===== src/rtl/srom_burst_reader_16_bit.sv =====
// Burst reader for a synchronous ROM: issues consecutive word reads starting at a
// base address and streams the words out through a 2-entry valid/ready buffer.
//
// state | meaning
// IDLE  | waiting for Start_In
// READ  | issuing addresses, one per cycle while credit allows
// DRAIN | all addresses issued, waiting for the last beat to transfer
// DONE  | one-cycle completion pulse; a new Start_In is accepted here
module srom_burst_reader_16_bit #(
  parameter int ADDR_WIDTH = 4,
  parameter int DATA_WIDTH = 16
) (
  input  logic                  Clk_In,
  input  logic                  Reset_In,
  input  logic                  Start_In,
  input  logic [ADDR_WIDTH-1:0] Base_Address_In,
  input  logic [ADDR_WIDTH:0]   Length_In,
  output logic                  Busy_Out,
  output logic                  Done_Out,
  output logic                  SROM_Enable_Out,
  output logic                  SROM_Read_Enable_Out,
  output logic [ADDR_WIDTH-1:0] SROM_Address_Out,
  input  logic [DATA_WIDTH-1:0] SROM_Read_Data_In,
  output logic [DATA_WIDTH-1:0] Data_Out,
  output logic                  Data_Valid_Out,
  input  logic                  Data_Ready_In,
  output logic                  Data_Last_Out
);

  localparam int DEPTH = 1 << ADDR_WIDTH;
  localparam logic [ADDR_WIDTH:0] MAX_LEN = DEPTH[ADDR_WIDTH:0];
  localparam logic [ADDR_WIDTH:0] ONE     = {{ADDR_WIDTH{1'b0}}, 1'b1};

  typedef enum logic [1:0] {IDLE, READ, DRAIN, DONE} state_t;

  state_t                state_q, state_nxt;
  logic [ADDR_WIDTH-1:0] addr_q;
  logic [ADDR_WIDTH:0]   issue_left_q;
  logic [ADDR_WIDTH:0]   beats_left_q;
  logic                  inflight_q;
  logic [DATA_WIDTH-1:0] fifo_mem [2];
  logic [1:0]            fifo_cnt_q;

  logic [ADDR_WIDTH:0]   len_clamped;
  logic                  start_ok;
  logic                  pop;
  logic                  issue;
  logic                  credit;
  logic [2:0]            occupancy;

  assign len_clamped = (Length_In > MAX_LEN) ? MAX_LEN : Length_In;
  assign start_ok    = Start_In && ((state_q == IDLE) || (state_q == DONE));
  assign pop         = (fifo_cnt_q != 2'd0) && Data_Ready_In;
  // Credit counts words already buffered plus the one in flight, minus the one
  // leaving this cycle, so the buffer can never overflow.
  assign occupancy   = {1'b0, fifo_cnt_q} + {2'b00, inflight_q};
  assign credit      = occupancy < (3'd2 + {2'b00, pop});
  assign issue       = (state_q == READ) && (issue_left_q != '0) && credit;

  assign Busy_Out             = (state_q == READ) || (state_q == DRAIN);
  assign Done_Out             = (state_q == DONE);
  assign SROM_Enable_Out      = Busy_Out;
  // Read enable stays high during the capture cycle so the ROM keeps driving the
  // registered word; the stale-address read it also starts is simply discarded.
  assign SROM_Read_Enable_Out = issue || inflight_q;
  assign SROM_Address_Out     = addr_q;
  assign Data_Valid_Out       = (fifo_cnt_q != 2'd0);
  assign Data_Out             = Data_Valid_Out ? fifo_mem[0] : '0;
  assign Data_Last_Out        = Data_Valid_Out && (beats_left_q == ONE);

  // State register.
  always_ff @(posedge Clk_In or posedge Reset_In) begin
    if (Reset_In) state_q <= IDLE;
    else          state_q <= state_nxt;
  end

  // Next-state decode.
  always_comb begin
    state_nxt = state_q;
    case (state_q)
      IDLE, DONE: begin
        state_nxt = IDLE;
        if (Start_In) state_nxt = (len_clamped == '0) ? DONE : READ;
      end
      READ:  if (issue && (issue_left_q == ONE)) state_nxt = DRAIN;
      DRAIN: if (pop && (beats_left_q == ONE))   state_nxt = DONE;
      default: state_nxt = IDLE;
    endcase
  end

  // Address generator, issue/beat counters and in-flight flag.
  always_ff @(posedge Clk_In or posedge Reset_In) begin
    if (Reset_In) begin
      addr_q       <= '0;
      issue_left_q <= '0;
      beats_left_q <= '0;
      inflight_q   <= 1'b0;
    end else begin
      inflight_q <= issue;
      if (start_ok) begin
        addr_q       <= Base_Address_In;
        issue_left_q <= len_clamped;
        beats_left_q <= len_clamped;
      end else begin
        if (issue) begin
          addr_q       <= addr_q + 1'b1;
          issue_left_q <= issue_left_q - ONE;
        end
        if (pop) beats_left_q <= beats_left_q - ONE;
      end
    end
  end

  // Two-entry output buffer; entry 0 is always the head.
  always_ff @(posedge Clk_In or posedge Reset_In) begin
    if (Reset_In) begin
      fifo_mem[0] <= '0;
      fifo_mem[1] <= '0;
      fifo_cnt_q  <= 2'd0;
    end else begin
      case ({inflight_q, pop})
        2'b10: begin
          fifo_mem[fifo_cnt_q[0]] <= SROM_Read_Data_In;
          fifo_cnt_q              <= fifo_cnt_q + 2'd1;
        end
        2'b01: begin
          fifo_mem[0] <= fifo_mem[1];
          fifo_cnt_q  <= fifo_cnt_q - 2'd1;
        end
        2'b11: begin
          if (fifo_cnt_q == 2'd1) begin
            fifo_mem[0] <= SROM_Read_Data_In;
          end else begin
            fifo_mem[0] <= fifo_mem[1];
            fifo_mem[1] <= SROM_Read_Data_In;
          end
        end
        default: ;
      endcase
    end
  end

endmodule


===== config.mk =====
export PLATFORM = sky130hd
export DESIGN_NAME = srom_burst_reader_16_bit
export DESIGN_NICKNAME = d
export VERILOG_FILES = /design/src/rtl/srom_burst_reader_16_bit.sv
export SDC_FILE = /design/constraint.sdc
export NUM_CORES = 1
export LEC_CHECK = 0
export ABC_CLOCK_PERIOD_IN_PS = 6900
export BUFFER_PORTS_ARGS = -buffer_cell sky130_fd_sc_hd__buf_2
export CAP_MARGIN = 20
export CORE_MARGIN = 3
export CORE_UTILIZATION = 45
export CTS_CLUSTER_DIAMETER = 50
export DETAILED_ROUTE_END_ITERATION = 12
export PLACE_DENSITY = 0.68
export SLEW_MARGIN = 5
export SYNTH_ARGS = -nofsm -noshare
export SYNTH_HDL_FRONTEND = slang
export SYNTH_SLANG_ARGS = --single-unit

===== constraint.sdc =====
create_clock -name Clk_In -period 6.9 [get_ports Clk_In]
set_input_delay 1.38 -clock Clk_In [delete_from_list [all_inputs] [get_ports Clk_In]]
set_output_delay 1.38 -clock Clk_In [all_outputs]
set_load 0.005 [all_outputs]

==> impl_summary.md, run 1 <==
Power and ir drop
The power spent charging and discharging nets is 603 uW. Of the total power, the share spent switching nets is 0.393. The part of the total power dissipated in the clock network is 0.130.

IR analysis of the VDD net gives a maximum drop of 0.246 mV. The logic gate share of total power is 0.510. For this design the ratio of total power to cell area is 492 nW/um^2. The leakage power is 0.00147 uW. The relative contribution of sequential cells to total power is 0.360. The cell-internal power is 932 uW.

Timing
The final hold violation count is 0. The worst path in the final design needs a cycle of 3.62 ns, including I/O delays and setup. The count of endpoints failing setup in the final report is 0. Of the available clock period, the critical path in the final layout requires 0.525. In the final timing run, aggregate negative setup slack is 0 ns. The clock skew is 0.00577 ns. The slew of the pin with the lowest slew margin is 0.681 ns. Setup repair after global routing left no endpoint under its margin.

The remaining max-slew budget at the tightest pin is 0.545. Derived from the worst setup path, the maximum achievable clock frequency is 276 MHz. The post-route worst setup slack is 3.28 ns. The max-slew violation count is 0.

Logic synthesis
After synthesis, the share of flip-flops with an asynchronous set or reset is 1.00. Counting distinct cell types in the post-synthesis netlist gives 39. Yosys printed 0 warnings. Sorting the synthesized cells by how often they occur yields dfrtp_1, a21oi_1, nor2_1.

Synthesis produced a netlist with a net count of 300. After synthesis the netlist holds a flip-flop and latch count of 51. The mean post-synth cell area is 10.5 sq um. The synthesized design contains 0 enable-type register cells. Sorting the synthesized cells by area gives the leading types as dfrtp_1, ha_1, mux2_2, a21oi_1, a22oi_1.

In the synthesized netlist, the number of instances is 255. In the post-synthesis netlist, the cell with the most instances is dfrtp_1. Summed over all instances, the cell type with the most area after synthesis is dfrtp_1. Among all flip-flop cells after synthesis, the most frequent one is dfrtp_1. In this run the cell area of the synthesized design comes to 2670 sq um. The share of the yosys chip area belonging to registers is 0.477. The share of synthesized area in the top cell type comes to 0.477.

Critical path
For the worst setup path, the data arrival time is 2.24 ns. The timing startpoint of the critical path is fifo_cnt_q[0]$_DFFE_PP0P_. The kind of end point of the critical path is a primary output.

STA puts the critical path data required time at 5.52 ns. The critical register-to-register path endpoint is fifo_mem[10]$_DFFE_PP0P_. The setup slack of the most critical reg-to-reg path is 4.07 ns. In this design, the stage delay of the slowest critical-path cell is 0.56 ns. The critical path class is reg2out.

Along the worst path, the maximum fanout reaches 18. The type of origin of the critical path is a flip-flop. The critical-path cell with the highest stage delay is ha_1. Walking the worst path, the cells encountered are inv_1 -> ha_1 -> inv_2 -> nand2_4 -> inv_6 -> o2bb2ai_4 -> nand3_4 -> nand2_1 -> buf_2. The critical path ends at SROM_Read_Enable_Out. The worst register-to-register path begins at fifo_cnt_q[0]$_DFFE_PP0P_.

Measured in cells, the most critical reg-to-reg path has a length of 9.

Layout
The net total in the final layout is 352. The number of antenna diodes in the final layout is 0. Once layout is complete, the utilization of the core stands at 0.553. The area growth from synthesis to layout is 16.8%. Of the cells placed in the final design, the portion with a size suffix greater than 1 is 0.306. For this run, the number of standard cells in the final layout without fillers is 379.

Clock tree
The root buffer cell chosen for the clock tree is clkbuf_8. The longest clock path from root to sink contains 2 buffers. The count of instances resized after the clock tree is built is 0. The clock tree from TritonCTS is built. Buffers inserted to repair hold after CTS numbered 0. Buffers inserted during clock tree synthesis total 5. The H-tree depth is 2. Counting every sink on the clock net gives 51. The clock-pin slew reported for the worst setup and hold paths after clock tree synthesis is 0.08 ns.

At the later pin of the worst-skew pair, clock insertion delay measures 0.30 ns. Buffers added to address setup during post-CTS repair amount to 0.

Place
During placement, the flow inserted port buffers numbering 54. The detailed placement HPWL is 3.78 mm. The final estimated routing congestion in global placement is 0.816. The number of placed instances, taps included, is 370. The worst slack after detailed placement is 3.29 ns.

Drt
The final routed DRC violation total is 0. The number of detailed-routing iterations run before antenna repair is 4. Summing over every cut layer, the via total after detailed routing is 2003. The detail route stage leaves a number of antenna-violating nets equal to 0. The detailed router finished its first iteration with 94 violations.

Wires add up to 5.26 mm. The wire length per cell after detailed routing is 13.9 um. The number of vias per cell after detailed routing is 5.28.

Outcome
The run finished with clean final reports.

Die
The die outline width is 83.1 um. The total I/O pin count is 55. The core region is 5640 sq um. The die area is 6900 sq um.

The count of standard-cell rows is 27. For this configuration, the core starts out at a cell density of 0.474. The die is 83.1 um tall.

Worst hold path
The path class of the tightest hold or removal check is reg2reg.

Global routing
The largest net degree at the start of global routing is 52. The initial antenna violation count is 0. The first global-routing pass estimated 9.05 mm of wire. Summed over all layers, the global routing overflow is 0. The via count of the first global-routing pass is 1970. The total routing resource utilization after global routing is 0.160.

Flow run
The number of max-cap violations is 0.
==> routing by layer <==
metal	routed length, um	vias up	track usage	part of all wire
met4	48	0	0.0594	0.0091
met3	230	7	0.0337	0.044
li1	-	985	-	-
met1	2370	962	0.201	0.45
met5	0	-	0	0
met2	2600	49	0.270	0.50
==> worst min path at each step <==
stage | end | startpoint | depth (start not counted) | slack [ns]
after floorplan | fifo_mem[0]$_DFFE_PP0P_ | fifo_mem[0]$_DFFE_PP0P_ | 1 | 0.48
after CTS | fifo_mem[12]$_DFFE_PP0P_ | fifo_mem[12]$_DFFE_PP0P_ | 1 | 0.52
final | fifo_mem[12]$_DFFE_PP0P_ | fifo_mem[12]$_DFFE_PP0P_ | 1 | 0.52
after detailed placement | fifo_mem[0]$_DFFE_PP0P_ | fifo_mem[0]$_DFFE_PP0P_ | 1 | 0.50
after global placement | fifo_mem[12]$_DFFE_PP0P_ | fifo_mem[12]$_DFFE_PP0P_ | 1 | 0.49
after global routing | fifo_mem[9]$_DFFE_PP0P_ | fifo_mem[9]$_DFFE_PP0P_ | 1 | 0.53
==> flip-flops by register name, indices dropped and copies added (netlist names) <==
| register | flops |
|---|---|
| fifo_cnt_q | 2 |
| fifo_mem | 32 |
| state_q | 2 |
| issue_left_q | 5 |
| SROM_Address_Out | 4 |
| inflight_q | 1 |
| beats_left_q | 5 |
==> worst max-delay path, delay by kind of cell (launching register included) <==
family / cells / cell delay [ns]
flops: 1 / 0.45
compound gates: 1 / 0.16
fa+ha+maj: 1 / 0.56
simple gates: 3 / 0.38
buf+inv: 4 / 0.40
==> final cells by class <==
class | instances | area (sq um)
Timing Repair Buffer | 56 | 305
Clock inverter | 2 | 37.5
Clock buffer | 5 | 68.8
Sequential cell | 51 | 1280
Inverter | 16 | 65.1
Multi-Input combinational cell | 177 | 1280
Tap cell | 72 | 90.1
Fill cell | 486 | 2520
==> layout by cell type, fill, tap and decap left out, drive strengths merged, types with 3 or more instances in the layout <==
| cell | instances |
|---|---|
| a21oi | 27 |
| a22oi | 16 |
| and2b | 7 |
| buf | 56 |
| clkbuf | 5 |
| dfrtp | 51 |
| ha | 16 |
| inv | 16 |
| mux2 | 16 |
| mux2i | 3 |
| nand2 | 13 |
| nand3 | 5 |
| nand4 | 3 |
| nor2 | 22 |
| nor2b | 9 |
| nor3 | 3 |
| o21ai | 10 |
| xnor2 | 5 |
| xor2 | 6 |
==> power by group through the flow <==
stage | combinational, uW | sequential (uW) | clock, uW
2_1_floorplan | 586 | 537 | 0
3_3_place_gp | 762 | 551 | 0
3_5_place_dp | 778 | 559 | 0
4_1_cts | 782 | 553 | 206
5_1_grt | 880 | 574 | 218
6_report | 783 | 552 | 200
==> metrics by stage <==
stage / hold WS [ns] / area (sq um) / total power [uW]
5_1_grt: 0.534 / 3120 / 1670
3_5_place_dp: 0.497 / 2980 / 1340
3_3_place_gp: 0.489 / 2980 / 1310
6_report: 0.515 / 3120 / 1530
4_1_cts: 0.517 / 3090 / 1540
2_1_floorplan: 0.481 / 2670 / 1120
==> logic make-up (layout without fill, tap and decap cells) <==
logic type,Yosys count,after routing,share of synthesized area
adder cells (fa/ha/maj),16,16,0.0749
multiplexers,19,19,0.0786
XOR/XNOR,11,11,0.0360
AND/OR/NAND/NOR,73,73,0.152
buffers and inverters,27,79,0.0454
flip-flops,51,51,0.477
AO/OA/AOI/OAI,58,58,0.136
Note: power is estimated with default switching activity, not from simulation.
==> inputs of run 2 (changes only) <==
--- a/config.mk
+++ b/config.mk
@@ -5,14 +5,14 @@
 export SDC_FILE = /design/constraint.sdc
 export NUM_CORES = 1
 export LEC_CHECK = 0
-export ABC_CLOCK_PERIOD_IN_PS = 6900
+export ABC_CLOCK_PERIOD_IN_PS = 3300
 export BUFFER_PORTS_ARGS = -buffer_cell sky130_fd_sc_hd__buf_2
 export CAP_MARGIN = 20
 export CORE_MARGIN = 3
 export CORE_UTILIZATION = 45
 export CTS_CLUSTER_DIAMETER = 50
 export DETAILED_ROUTE_END_ITERATION = 12
-export PLACE_DENSITY = 0.68
+export PLACE_DENSITY = 0.7
 export SLEW_MARGIN = 5
 export SYNTH_ARGS = -nofsm -noshare
 export SYNTH_HDL_FRONTEND = slang
==> constraint.sdc (replaced) <==
create_clock -name Clk_In -period 3.3 [get_ports Clk_In]
set_input_delay 0.66 -clock Clk_In [delete_from_list [all_inputs] [get_ports Clk_In]]
set_output_delay 0.66 -clock Clk_In [all_outputs]
set_load 0.005 [all_outputs]
==> impl_summary.md, run 2 (synthesized netlist as in run 1, its figures left out) <==
Outcome
Outcome: finished clean (unchanged).

Clock tree
The count of instances resized after the clock tree is built is 0 (unchanged). The TritonCTS buffer count is 5 (unchanged). The number of hold buffers added after cts is 0 (unchanged).

The maximum count of clock buffers along a single path is 2 (unchanged). The clock latency reported for the late side of the worst-skew pair is 0.31 ns (was 0.30 ns). The post-CTS repair timing setup buffer count is 0 (unchanged).

The number of sinks on the clock net is 51 (unchanged). The H-tree depth came to 2 (unchanged). The clock-pin slew reported for the worst setup and hold paths after clock tree synthesis came to 0.10 ns (was 0.08 ns). The buffer type at the clock tree root is clkbuf_8 (unchanged).

The clock tree from TritonCTS is built (unchanged).

Layout
The area growth from synthesis to layout is 16.9% (was 16.8%). The number of diodes came to 0 (unchanged). Top library cells by usage in the layout, fill and taps aside: buf_2, dfrtp_1, a21oi_1, nor2_1 (unchanged). The register containing the most flip-flops in the final layout is fifo_mem (unchanged). The layout cell share with drive strength beyond 1 is 0.311 (was 0.306). The number of flip-flops under the largest register name is 32 (unchanged). The post-route standard cell area excluding fillers is 3130 sq um (was 3120 sq um). The final cell count without fillers was 381 (was 379). The leading cell type in the layout, fill and taps excluded is buf_2 (unchanged).

Largest regs: fifo_mem x32, beats_left_q x5, issue_left_q x5 (unchanged). The net total in the final layout came to 353 (was 352).

Global routing
The residual overflow from global routing is 0 (unchanged). The largest net degree at the start of global routing is 52 (unchanged). The via count of the first global-routing pass is 1929 (was 1970).

The global-route wire length before repair is 9.17 mm (was 9.05 mm). The initial antenna violation count is 0 (unchanged). The total routing resource utilization after global routing is 0.163 (was 0.160).

Drt
The via count came to 1992 (was 2003). The uppermost metal layer occupied by signal nets is met4 (unchanged). The number of vias per cell after detailed routing came to 5.23 (was 5.28).

The number of detailed-routing iterations run before antenna repair is 4 (unchanged). The overall routed net length is 5.28 mm (was 5.26 mm). The final routed DRC violation total was 0 (unchanged). The residual antenna-violating net count after detailed routing is 0 (unchanged). The starting DRC count in detailed routing is 58 (was 94). The met2 routed wirelength is 2.50 mm (was 2.60 mm). The wire length per cell after detailed routing is 13.8 um (was 13.9 um). The post-route met1 wirelength is 2.46 mm (was 2.37 mm). The total length of routed met3 wires is 242 um (was 230 um).

Power and ir drop
The relative contribution of sequential cells to total power is 0.365 (was 0.360). The peak ir drop on the vdd network is 0.484 mV (was 0.246 mV). The cell-internal power is 1890 uW (was 932 uW). The net switching share of the total power was 0.404 (was 0.393). The leakage power is 0.00147 uW (about the same).

The power spent charging and discharging nets is 1280 uW (was 603 uW). The logic gate share of total power is 0.514 (was 0.510). The part of the total power dissipated in the clock network is 0.121 (was 0.130).

The ratio of total power to cell area came to 1010 nW/um^2 (was 492 nW/um^2).

Timing
The slew of the pin with the lowest slew margin is 0.715 ns (was 0.681 ns). The clock skew was 0.00680 ns (was 0.00577 ns). Subtracting the final worst setup slack from the clock period gives 2.63 ns.

The worst hold margin is 0.442 ns (was 0.515 ns). The portion of the clock cycle consumed by the worst path in the final layout is 0.797. The setup total negative slack was 0 ns (unchanged). The remaining max-slew budget at the tightest pin was 0.522 (was 0.545).

For this run, the top clock speed supported by timing is 380 MHz. The count of endpoints failing setup in the final report came to 0 (unchanged). The max-slew violation count was 0 (unchanged). The final hold violation count came to 0 (unchanged).

Unrepaired setup endpoints after global routing: no (unchanged).

Die
The die outline width is 83.1 um (unchanged). The die area is 6900 sq um (unchanged). The initial core utilization is 0.474 (unchanged).

The area of the core came to 5640 sq um (unchanged). The count of standard-cell rows was 27 (unchanged). The total I/O pin count came to 55 (unchanged). The vertical extent of the die came to 83.1 um (unchanged).

Critical path
The setup slack of the most critical reg-to-reg path is 0.86 ns (was 4.07 ns). The count of cells along the worst register-to-register path came to 9 (unchanged). The critical path's most frequent cell is ha_1. The worst-path maximum fanout was 9 (was 18). The startpoint of the lowest-slack register-to-register path is fifo_cnt_q[0]$_DFFE_PP0P_ (unchanged).

The delay of the slowest cell on the worst path is 0.46 ns (was 0.56 ns). The critical path class is reg2out (unchanged). The type of origin of the critical path is a flip-flop (unchanged). The critical register-to-register path endpoint is fifo_mem[3]$_DFFE_PP0P_ (was fifo_mem[10]$_DFFE_PP0P_). The critical-path cell with the highest stage delay is dfrtp_1 (was ha_1). The data arrival time of the critical path is 1.97 ns (was 2.24 ns). The kind of end point of the critical path is a primary output (unchanged). The kind of cell adding the most delay to the critical path is simple AND/OR/NAND/NOR gates (was adder cells). The worst endpoint required time is 2.64 ns (was 5.52 ns).

The count of buffer and inverter cells on the critical path is 1 (was 4). Cell Chain, Critical Path: ha_1 -> ha_1 -> nor2_1 -> o2bb2ai_4 -> nand3_4 -> nand2_1 -> buf_2 (was inv_1 -> ha_1 -> inv_2 -> nand2_4 -> inv_6 -> o2bb2ai_4 -> nand3_4 -> nand2_1 -> buf_2).

Place
The final estimated routing congestion in global placement is 0.811 (was 0.816). The cell area reported after detailed placement is 2990 sq um (was 2980 sq um). The quantity of I/O buffers inserted on ports came to 54 (unchanged). The instance count after placement with tap cells included is 371 (was 370). The detailed placement HPWL is 3.74 mm (was 3.78 mm).

Worst hold path
The path type of the worst min-delay path is in2async (was reg2reg).

Flow run
The number of max-cap violations is 0 (unchanged).
## run 2: worst max path at each step
stage	start	depth (start not counted)	endpoint	slack, ns
2_1_floorplan	fifo_cnt_q[0]$_DFFE_PP0P_	10	fifo_mem[0]$_DFFE_PP0P_	1.08
3_3_place_gp	Data_Ready_In	7	fifo_mem[10]$_DFFE_PP0P_	0.90
3_5_place_dp	fifo_cnt_q[0]$_DFFE_PP0P_	9	fifo_mem[29]$_DFFE_PP0P_	0.76
4_1_cts	fifo_cnt_q[0]$_DFFE_PP0P_	7	SROM_Read_Enable_Out	0.63
5_1_grt	fifo_cnt_q[0]$_DFFE_PP0P_	7	SROM_Read_Enable_Out	0.51
6_report	fifo_cnt_q[0]$_DFFE_PP0P_	7	SROM_Read_Enable_Out	0.67
## run 2: worst register-to-register path: stages, from the launching register on
cell      delay, ns
dfrtp_1        0.46
inv_1          0.12
ha_1           0.20
inv_2          0.06
nand2_4        0.10
inv_6          0.06
ha_1           0.22
nand3b_1       0.17
nand2_1        0.54
mux2_2         0.41
## run 2: routing by layer
layer	GRT usage	vias up
met2	0.272	45
met1	0.211	949
met4	0.0490	0
li1	-	991
met3	0.0377	7
met5	0	-
## run 2: area by class of cell
class                   instances  area, sq um
clock buffers                   5         68.8
fillers                       500         2510
well taps                      72         90.1
clock inverters                 3         27.5
repair buffers                 57          320
flip-flops and latches         51         1280
inverters                      16         65.1
multi-input cells             177         1280
## run 2: stage by stage
step / util / total power, uW / setup slack, ns
finish: 0.554 / 3160 / 0.671
global route: 0.554 / 3480 / 0.514
CTS: 0.547 / 3180 / 0.627
detailed placement: 0.530 / 2790 / 0.765
global placement: 0.530 / 2760 / 0.904
floorplan: - / 2350 / 1.08
## run 2: power by group through the flow
stage	sequential [uW]	clock (uW)	combinational, uW
after CTS	1160	400	1630
final	1150	383	1620
after global routing	1200	424	1860
after floorplan	1120	0	1230
after detailed placement	1170	0	1620
after global placement	1160	0	1600
